### config.mk
export PLATFORM = sky130hd
export DESIGN_NAME = sync_counter
export DESIGN_NICKNAME = d
export VERILOG_FILES = /design/src/rtl/sync_counter_pkg.sv /design/src/rtl/sync_counter_next.sv /design/src/rtl/sync_counter.sv
export SDC_FILE = /design/constraint.sdc
export NUM_CORES = 1
export LEC_CHECK = 0
export ABC_AREA = 1
export BUFFER_PORTS_ARGS = -buffer_cell sky130_fd_sc_hd__buf_2
export CAP_MARGIN = 25
export CORE_UTILIZATION = 47
export CTS_CLUSTER_DIAMETER = 150
export DETAILED_ROUTE_END_ITERATION = 10
export PLACE_DENSITY_LB_ADDON = 0.05
export SETUP_SLACK_MARGIN = 0.15
export SYNTH_ARGS = -nofsm -noshare
export SYNTH_HDL_FRONTEND = slang
export SYNTH_HIERARCHICAL = 1
export SYNTH_SLANG_ARGS = --single-unit
### constraint.sdc
create_clock -name clk -period 1.6 [get_ports clk]
set_input_delay 0.08 -clock clk [delete_from_list [all_inputs] [get_ports clk]]
set_output_delay 0.08 -clock clk [all_outputs]
set_load 0.01 [all_outputs]
### src/rtl/sync_counter_pkg.sv
// Shared constants and types for the sync_counter block.
// The optional build macro SYNC_COUNTER_SATURATE_EN is consumed by
// sync_counter_next; nothing in this package depends on it.
package sync_counter_pkg;

  // Counter width used when the instantiating level does not override WIDTH.
  localparam int DEFAULT_WIDTH = 6;

  // Which operation produces the next count value.
  typedef enum logic [2:0] {
    HOLD  = 3'd0,
    CLEAR = 3'd1,
    LOAD  = 3'd2,
    INC   = 3'd3,
    DEC   = 3'd4
  } next_op_e;

endpackage

### src/rtl/sync_counter_next.sv
// Next-value logic for sync_counter: prioritised operation select
// (clear > load > count > hold) and the wrap-or-saturate arithmetic.
// Build option: define SYNC_COUNTER_SATURATE_EN to make counting stop at
// all-ones (up) and zero (down); by default counting wraps modulo 2^WIDTH.
// Reset is not handled here; the register in the top level owns it.
module sync_counter_next
  import sync_counter_pkg::*;
#(
  parameter int WIDTH = DEFAULT_WIDTH
) (
  input  logic [WIDTH-1:0] count,
  input  logic [WIDTH-1:0] parallelLoad,
  input  logic             clear,
  input  logic             load_en,
  input  logic             cnt_en,
  input  logic             upDown_n,
  output logic [WIDTH-1:0] next_count
);

  localparam logic [WIDTH-1:0] ONE = {{(WIDTH-1){1'b0}}, 1'b1};

  next_op_e op;

  // Pick the operation by fixed priority; load wins over counting.
  always_comb begin
    op = HOLD;
    if (clear) begin
      op = CLEAR;
    end else if (load_en) begin
      op = LOAD;
    end else if (cnt_en) begin
      op = upDown_n ? INC : DEC;
    end
  end

  // Compute the value for the chosen operation, wrapping or saturating at the ends.
  always_comb begin
    next_count = count;
    case (op)
      CLEAR: next_count = '0;
      LOAD:  next_count = parallelLoad;
`ifdef SYNC_COUNTER_SATURATE_EN
      INC:   next_count = (count == {WIDTH{1'b1}}) ? count : count + ONE;
      DEC:   next_count = (count == '0) ? count : count - ONE;
`else
      INC:   next_count = count + ONE;
      DEC:   next_count = count - ONE;
`endif
      default: next_count = count;
    endcase
  end

endmodule

### src/rtl/sync_counter.sv
// Synchronous up/down counter with clear, parallel load and a
// terminal-count compare against a programmable threshold.
// Build option: SYNC_COUNTER_SATURATE_EN (see sync_counter_next).
// The count register drives parallelOutput directly; terminalCount is a
// purely combinational compare so it tracks threashold with no latency.
module sync_counter
  import sync_counter_pkg::*;
#(
  parameter int WIDTH = DEFAULT_WIDTH
) (
  input  logic             clk,
  input  logic             rst_n,
  input  logic             clear,
  input  logic [WIDTH-1:0] parallelLoad,
  input  logic [WIDTH-1:0] threashold,
  input  logic             upDown_n,
  input  logic             load_en,
  input  logic             cnt_en,
  output logic             terminalCount,
  output logic [WIDTH-1:0] parallelOutput
);

  logic [WIDTH-1:0] count;
  logic [WIDTH-1:0] next_count;

  sync_counter_next #(
    .WIDTH (WIDTH)
  ) u_next (
    .count        (count),
    .parallelLoad (parallelLoad),
    .clear        (clear),
    .load_en      (load_en),
    .cnt_en       (cnt_en),
    .upDown_n     (upDown_n),
    .next_count   (next_count)
  );

  // Count register; synchronous active-low reset overrides every other control.
  always_ff @(posedge clk) begin
    if (!rst_n) begin
      count <= '0;
    end else begin
      count <= next_count;
    end
  end

  assign parallelOutput = count;
  assign terminalCount  = (count == threashold);

endmodule

---- Word-level counts from Yosys, hierarchy flattened ----
Cells that the tools add are included.
storage, ports and cells
  word-level logic and storage cells ...... 14
  register bits after elaboration ......... 6
  bits in latches ......................... 0
  bits in read-only memories .............. 0
  memories ................................ 0
  bits in writable memories ............... 0
cells by class
  add/sub/neg operators ................... 2
  reductions and logical operators ........ 1
  $mul .................................... 0
  magnitude comparators ................... 0
  shift operators ......................... 0
  mux-type cells .......................... 5
  bitwise operators ....................... 0
  eq/ne operators ......................... 5
  divide/modulo/power cells ............... 0
operators with widths
  kind                 number
  $pmux 6 s4           1
  $mux 3               4
  $add 6x1->6 const B  1
  $eq 3x2->1 const B   2
  $eq 6x6->1           1
  $sub 6x1->6 const B  1
  $reduce_bool 4->1    1
  $eq 3x1->1 const B   1
  $eq 3x3->1 const B   1

---- Depth between registers and ports, before layout ----
Gate-level depths: netlist of the first run.
  word-level depth ........................ 6
  gate-level depth with buffers ........... 14
  gate-level depth less buffers ........... 14

---- Cells and area by module ----
The synthesis of the first run kept the hierarchy.
by module, submodules not included
  module             times used  cells an instance  area an instance (µm²)
  sync_counter_next  1           74                 381.6
  sync_counter       1           46                 279.0

---- Worst setup path before layout of the first run ----
OpenSTA, ideal clock, no wires.
  kind .................................... register to register
  start ................................... register count[0] (netlist: parallelOutput[0])
  end ..................................... register count[4] (netlist: parallelOutput[4])
  required time ........................... 1.491 ns
  buffers on the path ..................... 0
  library setup time ...................... 0.109 ns
  slack ................................... 0.133 ns
  arrival ................................. 1.358 ns
  period minus slack after synthesis ...... 1.467 ns
  stages on the path, launching flop included .. 10
  cells stage by stage .................... dfxtp_1 -> fa_1 -> nand2_1 -> nand2_1 -> a21oi_1 -> nand2_1 -> nand3_1 -> nand3_1 -> nand2_1 -> inv_1
on the way
  longest elaborated chain between the ends .. 2
  elaborated cells on any way between the ends .. 3
  classes of those cells .................. 2 x add/sub; 1 x mux
RTL lines
  element                                     line                                              RTL
  from (decl)                                 sync_counter.sv:23                                logic [WIDTH-1:0] count;
  from (signal assigned)                      sync_counter.sv:43                                count <= next_count;
  $sub 6x1->6 or $add 6x1->6 (tied branches)  sync_counter_next.sv:47, sync_counter_next.sv:46
  $pmux 6 s4 (*)                              sync_counter_next.sv:39                           case (op)
  net next_count[4]                           sync_counter.sv:24                                logic [WIDTH-1:0] next_count;
The timed path passes the listed nets; every way through them passes the cells marked *.
A chain may end at the register's enable or synchronous reset.

---- Worst setup path in the final report of the first run ----
Ends and elaborated chain as after synthesis.

==> impl_metrics.yaml, run 1 <==
yosys:
  ys_top_cells_by_area: "nand2_1, dfxtp_1, inv_1"
  yosys_warnings: 6
  avgSynthCellArea_um2: 5.51
  synth.cell_area_um2: 661
  ys_seq_elements: 6
  synth_top_area_share_pct: 27.8
  syn_inst: 120
  synth_cell_type_count: 20
  yosysTopAreaCell: "nand2_1"
  yosysSeqAreaShare_pct: 18.2
  syn_nets: 143
cts:
  htree_levels: 1
  insertion_delay_ps: 250
  clockRootBuffer: "clkbuf_4"
  cts_tree: "yes"
  cts.sinks: 6
  numCtsBuffers: 3
  cts_buffer_depth: 2
  clkTransAtPathRegs_ps: 50
floorplan:
  num_rows: 13
  die_height_um: 39.5
  die_w_um: 39.5
  initial_core_util_pct: 50.8
  die_area_mm2: 0.00156
  design.core.area_mm2: 0.00130
  ios: 25
worst_setup_path:
  cp_common_cell: "nand2_1"
  cpPeakStageDelay_ps: 400
  cp-start-kind: "flip-flop"
  worstSetupEndpointType: "flip-flop"
  crit_type: "flip-flop to flip-flop"
  arrival_ps: 1550
  critPathSlowestCell: "fa_2"
  crit_fanout: 2
  path_cells: "fa_2 > nand2_2 > nand2_1 > a21oi_2 > nand2_1 > nand3_1 > nand3_1 > nand2_1 > inv_1"
  cp.required_ps: 1740
power_and_ir_drop:
  swShare_pct: 31.3
  p_sw_mw: 0.144
  internal_power_mw: 0.316
  pwr-share-seq_pct: 35.9
  vdd_drop_max_mv: 0.399
  leakage_nw: 0.636
  clkPwrFrac_pct: 31.1
  total_power_mw: 0.460
  p_comb_share_pct: 33.1
  powerDensity_mw_per_mm2: 437
grt:
  antenna_found_initial: 0
  globalRoute.totalOverflow: 0
  grt_pass1_vias: 667
  grt_max_degree: 7
  grt_pass1_wl_mm: 2.64
  grt_util_all_layers_pct: 25.4
detailed_routing:
  route.detailed.drc: 0
  ant_nets: 0
  via_per_inst: 5.02
  wirelength_mm: 1.90
  vias: 874
  wl_per_cell_um: 10.9
  drtIter0Drc: 29
  dr.pass1.iters: 5
sta:
  clock-skew-final_ps: 0.178
  finalHoldViolCount: 0
  fin_crit_sh_pct: 87.8
  rsz0062_at_grt: "true"
  finalSetupTns_ps: 0
  tightest_slew_ps: 367
  max_freq_ghz: 0.712
  finalCriticalPeriod_ps: 1400
  finalSetupViolations: 0
  maxSlewHeadroom_pct: 75.4
  maxSlewViolCount: 0
  hold_ws_ps: 96.1
placed_design:
  dp_hpwl_mm: 1.35
  place.gp.congestion: 0.888
  place_inst: 168
  portBuffers: 24
finish:
  final_cell_mix: "nand2_1, buf_2, inv_1"
  largest_reg_flops: 6
  num_antenna_cells: 0
  area_growth_pct: 59.5
  stdcell_count: 174
  final_common_cell: "nand2_1"
  drive_above_1_share_pct: 47.8
  fin_nets: 184
status:
  outcome: "finished clean"
worst_hold_path:
  hold_class: "input port to flip-flop"
flow_run:
  drv_cap: 0
[power groups by stage]
stage                     clock network [mW]  registers (mW)  logic, mW
after detailed placement                   0           0.165      0.124
after floorplan                            0           0.170     0.0601
after CTS                              0.148           0.163      0.128
after global routing                   0.157           0.166      0.171
after global placement                     0           0.165      0.121
final                                  0.143           0.165      0.152
[area by class of cell]
| class | count | area (um^2) |
|---|---|---|
| inverters | 27 | 105 |
| clock buffers | 3 | 22.5 |
| repair buffers | 36 | 218 |
| flip-flops and latches | 6 | 126 |
| well taps | 15 | 18.8 |
| fillers | 99 | 248 |
| multi-input cells | 87 | 563 |
[per-stage QoR]
stage | cell area (um^2) | worst slack [ps] | util, %
6_report | 1050 | 196 | 81.0
2_1_floorplan | 662 | 159 | -
5_1_grt | 1050 | 106 | 81.0
3_3_place_gp | 868 | -49.0 | 66.7
3_5_place_dp | 868 | -83.2 | 66.7
4_1_cts | 915 | 147 | 70.3
[layer usage]
layer	up-vias	wire length, um	GRT usage [%]
met5	-	0	0
met4	0	0	0
met3	0	142	8.52
met2	40	1030	47.5
met1	392	723	28.8
li1	442	-	-
[synth_stat cells]
library cell,instances
o21ai_0,1
nand4_1,2
o311ai_1,1
or2_0,1
xnor2_1,1
inv_2,2
dfxtp_1,6
nor2_4,1
inv_1,24
nand3b_1,1
nor2_1,10
or2_4,1
nand2_1,49
ha_1,4
a21oi_1,2
fa_1,1
o211ai_2,1
nor3_1,2
nand3_1,9
clkinv_2,1
[repair_timing]
action / 4_1_cts / 5_1_grt
endpoints found under the setup margin: 3 / 5
buffers inserted: 0 / 3
endpoints found under the hold margin: 0 / 0
pin swaps: 1 / 13
hold buffers: 0 / 0
gates resized for setup: 4 / 30
[path summary, 6_finish.rpt]
kind                     startpoint                end  slack [ps]  cells past startpoint
setup / recovery  parallelOutput[0]  parallelOutput[4]         200                      9
setup reg to reg  parallelOutput[0]  parallelOutput[4]         200                      9
hold / removal                rst_n  parallelOutput[2]         100                      3
hold reg to reg   parallelOutput[5]  parallelOutput[5]         660                      4
[critical path: cells and delay by family, from the launching register on]
family                   cells  cell delay, ps
flip-flops                   1             340
adder cells (fa/ha/maj)      1             400
buffers and inverters        1              30
AND/OR/NAND/NOR              6             400
AO/OA/AOI/OAI                1             130
[cells by family after synthesis]
family                   count (synthesis)  share of synthesized area (%)
AO/OA/AOI/OAI                            5                           5.49
XOR/XNOR                                 1                           1.33
adder cells (fa/ha/maj)                  5                           10.6
buffers and inverters                   27                           15.5
flip-flops                               6                           18.2
AND/OR/NAND/NOR                         76                           48.9
Note: power is estimated with default switching activity, not from simulation.
==> run 2, diff against run 1 <==
Settings changed: ABC_AREA 1 to default, CORE_AREA from default to 2 2 39 41, CORE_UTILIZATION 47 to default, DIE_AREA from default to 0 0 41 43.
==> run 2 against run 1 <==
Final cell count fell by 31%. Critical path type unchanged. Register-to-register slack got worse by 80 ps. Sequential share of layout area rose by 1.6 points. Largest power group unchanged. Clock power fell by 5%. Worst setup slack got worse by 84 ps. Combinational power rose by 3%. Global-route usage fell by 4.7 points. Area after synthesis fell by 16%. First-iteration DRC count fell by 76%. Design area fell by 13%.
==> impl_metrics.yaml, run 2 <==
status:
  outcome: "finished clean"
power_and_ir_drop:
  powerDensity_mw_per_mm2: 499
  vdd_drop_max_mv: 0.355
  leakage_nw: 0.415
  total_power_mw: 0.455
sta:
  tightest_slew_ps: 270
  finalSetupViolations: 0
  max_freq_ghz: 0.672
  rsz0062_at_grt: "true"
  maxSlewHeadroom_pct: 81.7
  finalSetupTns_ps: 0
  finalCriticalPeriod_ps: 1490
  maxSlewViolCount: 0
  hold_ws_ps: 113
  fin_crit_sh_pct: 93.0
  clock-skew-final_ps: 1.35
  finalHoldViolCount: 0
  setup_slack_ps: 112
worst_setup_path:
  cp.required_ps: 1730
  r2r_end: "parallelOutput[4]"
  r2r_cells: 6
  timing.rr.start: "parallelOutput[1]"
  reg2reg_slack_ps: 110
  cp-start-kind: "flip-flop"
  worstSetupEndpointType: "flip-flop"
  crit_fanout: 3
  arrival_ps: 1620
  crit_type: "flip-flop to flip-flop"
yosys:
  ys_seq_elements: 6
  ys_top_cells_by_area: "dfxtp_1, xnor2_1, ha_1"
  syn_nets: 90
  synthFlopType: "dfxtp_1"
  yosysTopAreaCell: "dfxtp_1"
  synth_commonest_cells: "nor2_1, xnor2_1, a21oi_1, and2_1, dfxtp_1"
  yosys_warnings: 6
  synth.most_common_cell: "nor2_1"
  synth_cell_type_count: 29
  synth.cell_area_um2: 557
  async_reset_ff_share_pct: 0
  synth_top_area_share_pct: 21.6
  yosysSeqAreaShare_pct: 21.6
  syn_inst: 67
  avgSynthCellArea_um2: 8.31
  synth_edf_count: 0
worst_hold_path:
  hold_class: "input port to flip-flop"
  min_path_cells: 2
  hp-start: "rst_n"
  hold_end: "parallelOutput[0]"
detailed_routing:
  drtIter0Drc: 7
  wirelength_mm: 1.45
  dr_wl_met2_um: 674
  wl_per_cell_um: 12.0
  highest_layer: "met4"
  dr.pass1.iters: 4
  ant_nets: 0
  via_per_inst: 4.94
  vias: 593
  dr_wl_met3_um: 63
  route.detailed.drc: 0
  met1_length_um: 696
placed_design:
  place_inst: 115
  dp_hpwl_mm: 1.14
  place.gp.congestion: 0.783
  portBuffers: 24
  dp_worst_setup_slack_ps: -101
cts:
  cts.sinks: 6
  cts_buffer_depth: 2
  numCtsBuffers: 3
  clkTransAtPathRegs_ps: 50
  ctsHoldBuffers: 0
  htree_levels: 1
  insertion_delay_ps: 240
  clockRootBuffer: "clkbuf_4"
  cts_tree: "yes"
finish:
  final_cell_mix: "buf_2, buf_4, nor2_1"
  drive_above_1_share_pct: 55.8
  final_common_cell: "buf_2"
  stdcell_count: 120
  largest_reg_flops: 6
  fin_nets: 129
  area_growth_pct: 63.8
  num_antenna_cells: 0
floorplan:
  ios: 25
  die_height_um: 43
  die_w_um: 41
  design.core.area_mm2: 0.00138
  initial_core_util_pct: 40.2
  die_area_mm2: 0.00176
  num_rows: 14
grt:
  antenna_found_initial: 0
  grt_pass1_vias: 597
  grt_max_degree: 13
  globalRoute.totalOverflow: 0
  grt_pass1_wl_mm: 2.53
  grt_util_all_layers_pct: 20.6
flow_run:
  drv_cap: 0
## run 2: cell count changes after synthesis, moves of 2 or more
cell / delta
and2_1: +6
a21oi_1: +4
nand2_1: -48
xor2_1: +3
inv_1: -22
xnor2_1: +6
buf_2: +2
inv_2: -2
a22oi_1: +2
nand3_1: -9
## run 2: cell type report
class / instances / area (um^2)
inverters: 2 / 7.51
clock buffers: 3 / 22.5
multi-input cells: 56 / 500
repair buffers: 37 / 238
flip-flops and latches: 6 / 124
well taps: 16 / 20.0
fillers: 134 / 472
## run 2: worst max path at each step
| stage | endpoint | start | cells after the start | slack [ps] |
|---|---|---|---|---|
| after CTS | parallelOutput[2] | parallelOutput[1] | 7 | 130 |
| after global routing | parallelOutput[1] | clear | 10 | 10 |
| after floorplan | parallelOutput[5] | clear | 10 | 10 |
| after detailed placement | parallelOutput[5] | load_en | 10 | -100 |
| after global placement | parallelOutput[5] | load_en | 10 | -80 |
| final | parallelOutput[4] | parallelOutput[1] | 6 | 110 |
## run 2: cells by family (layout without fill, tap and decap cells)
group                      count (synthesis)  count (layout)  synth area share, %
and+or+nand+nor                           24              24                 24.9
adders and majority gates                  5               5                 12.6
buffers and inverters                      5              42                 3.82
xor gates and xnor gates                  10              10                 15.7
muxes                                      1               1                 1.80
AOI/OAI and AO/OA                         16              16                 19.6
DFF                                        6               6                 21.6
## run 2: report_power, final
group / switching (mW) / internal [mW]
Combinational: 0.0704 / 0.0863
Sequential: 0.00622 / 0.157
Clock: 0.0509 / 0.0846
Total: 0.127 / 0.328
## run 2: layer usage
metal  vias up  GRT usage [%]
met5         -              0
met4         0           8.00
met3         2           1.57
met2        14           30.9
met1       264           29.5
li1        313              -
## run 2: worst max-delay path, stage by stage (launching register included)
cell	delay (ps)
dfxtp_2	330
fa_2	390
and3_4	190
nor3_2	140
nand4bb_1	150
a21oi_1	60
and2_1	130
## run 2: what timing repair did
action	in CTS	in global routing
gates resized for setup	11	7
pin swaps	7	13
setup endpoints to repair	3	5
buffers inserted	0	2
## run 2: metrics by stage
| step | utilization (%) | cell area (um^2) |
|---|---|---|
| floorplan | - | 598 |
| global placement | 57.6 | 797 |
| detailed placement | 57.6 | 797 |
| CTS | 62.6 | 866 |
| global route | 65.9 | 912 |
| finish | 65.9 | 912 |
==> run 3, diff against run 2 <==
Settings changed: BUFFER_PORTS_ARGS -buffer_cell sky130_fd_sc_hd__buf_2 to -buffer_cell sky130_fd_sc_hd__buf_4.
==> run 3 against run 2 <==
Die area unchanged. Critical endpoint is now parallelOutput[5]. Non-clock buffer count up 2. First-iteration DRC count down 43%. Combinational power up 15%. Final cell count up 1.7%. Clock power about the same. Worst setup slack worse by 70 ps. Register-to-register slack worse by 70 ps. Sequential power about the same. Critical path depth unchanged. Total power up 6.0%. Flip-flop and latch count unchanged.
==> impl_metrics.yaml, run 3 (synthesis gave the netlist of run 2 again) <==
worst_setup_path:
  crit_type: "flip-flop to flip-flop"
  crit_fanout: 3
  r2r_cells: 6
  timing.critical_path.to: "parallelOutput[5]"
  timing.rr.start: "parallelOutput[3]"
  cp.required_ps: 1730
  r2r_end: "parallelOutput[5]"
  critPathLaunch: "parallelOutput[3]"
  reg2reg_slack_ps: 40
  cp-start-kind: "flip-flop"
  worstSetupEndpointType: "flip-flop"
  arrival_ps: 1690
placed_design:
  place_inst: 115
  place.gp.congestion: 0.769
  dp_hpwl_mm: 1.18
  place_area_um2: 857
  portBuffers: 24
detailed_routing:
  route.detailed.drc: 0
  dr.pass1.iters: 4
  wl_per_cell_um: 14.0
  via_per_inst: 5.07
  drtIter0Drc: 4
  ant_nets: 0
  met1_length_um: 709
  wirelength_mm: 1.71
  vias: 618
  dr_wl_met3_um: 84
  highest_layer: "met4"
  dr_wl_met2_um: 897
sta:
  tightest_slew_ps: 238
  max_freq_ghz: 0.642
  finalCriticalPeriod_ps: 1560
  rsz0062_at_grt: "true"
  maxSlewHeadroom_pct: 83.9
  finalHoldViolCount: 0
  maxSlewViolCount: 0
  fin_crit_sh_pct: 97.4
  finalSetupTns_ps: 0
  clock-skew-final_ps: 1.20
  hold_ws_ps: 80.3
  finalSetupViolations: 0
flow_run:
  drv_cap: 0
grt:
  grt_util_all_layers_pct: 21.9
  antenna_found_initial: 0
  grt_pass1_vias: 606
  globalRoute.totalOverflow: 0
  grt_max_degree: 13
  grt_pass1_wl_mm: 2.60
finish:
  drive_above_1_share_pct: 60.4
  stdcell_count: 122
  fin_nets: 131
  final_common_cell: "buf_4"
  num_antenna_cells: 0
  final_cell_mix: "buf_4, nor2_1, and2_1"
  seq_area_um2: 124
  multi_input_area_um2: 522
  nFillCells: 116
  design_area_mm2: 0.00101
  largest_reg_flops: 6
  area_growth_pct: 80.9
cts:
  clockRootBuffer: "clkbuf_4"
  insertion_delay_ps: 240
  numCtsBuffers: 3
  clkTransAtPathRegs_ps: 40
  cts_tree: "yes"
  cts.sinks: 6
  htree_levels: 1
  cts_buffer_depth: 2
  ctsHoldBuffers: 0
status:
  outcome: "finished clean"
floorplan:
  die_height_um: 43
  die_area_mm2: 0.00176
  initial_core_util_pct: 40.2
  num_rows: 14
  ios: 25
  die_w_um: 41
  design.core.area_mm2: 0.00138
power_and_ir_drop:
  powerDensity_mw_per_mm2: 479
  vdd_drop_max_mv: 0.400
  total_power_mw: 0.483
  leakage_nw: 0.446
worst_hold_path:
  hold_class: "input port to flip-flop"
## run 3: through the flow
stage,utilization (%),setup WS (ps)
after floorplan,-,11.6
after global placement,61.9,-81.9
after detailed placement,61.9,-122
after CTS,67.5,123
after global routing,72.8,-34.9
final,72.8,41.7
## run 3: area by class of cell
type | instances | area share [%]
clock buffer | 3 | 2.24
inverter | 2 | 0.745
multi-input combinational | 56 | 51.8
sequential | 6 | 12.3
tap | 16 | 1.99
timing repair buffer | 39 | 30.9
## run 3: what timing repair did
action | 4_1_cts | 5_1_grt
cloned | 0 | 0
setup endpoints to repair | 3 | 6
hold endpoints to repair | 0 | 0
pin swaps | 7 | 14
setup buffers | 1 | 3
gates resized for setup | 11 | 10
## run 3: worst min path at each step
stage	start	to	slack (ps)	cells after the start
after CTS	rst_n	parallelOutput[4]	80	2
after global placement	rst_n	parallelOutput[2]	330	2
after detailed placement	rst_n	parallelOutput[1]	330	2
after global routing	rst_n	parallelOutput[5]	90	2
after floorplan	rst_n	parallelOutput[0]	200	1
final	rst_n	parallelOutput[1]	80	2
## run 3: where the power goes
| group | total (mW) | switching, mW | internal [mW] |
|---|---|---|---|
| sequential | 0.164 | 0.00723 | 0.157 |
| combinational | 0.180 | 0.0754 | 0.105 |
| clock | 0.138 | 0.0532 | 0.0848 |
## run 3: routing by layer
metal,track usage [%],vias to the layer above
met5,0,-
met4,8.00,0
met3,1.57,2
met2,35.9,20
met1,28.3,278
li1,-,318
## run 3: worst max-delay path, cell delays in order, from the launching register on
cell	delay, ps
dfxtp_2	330
ha_4	240
a21o_1	220
a21oi_2	200
and3_4	220
o32ai_2	80
and2_1	160
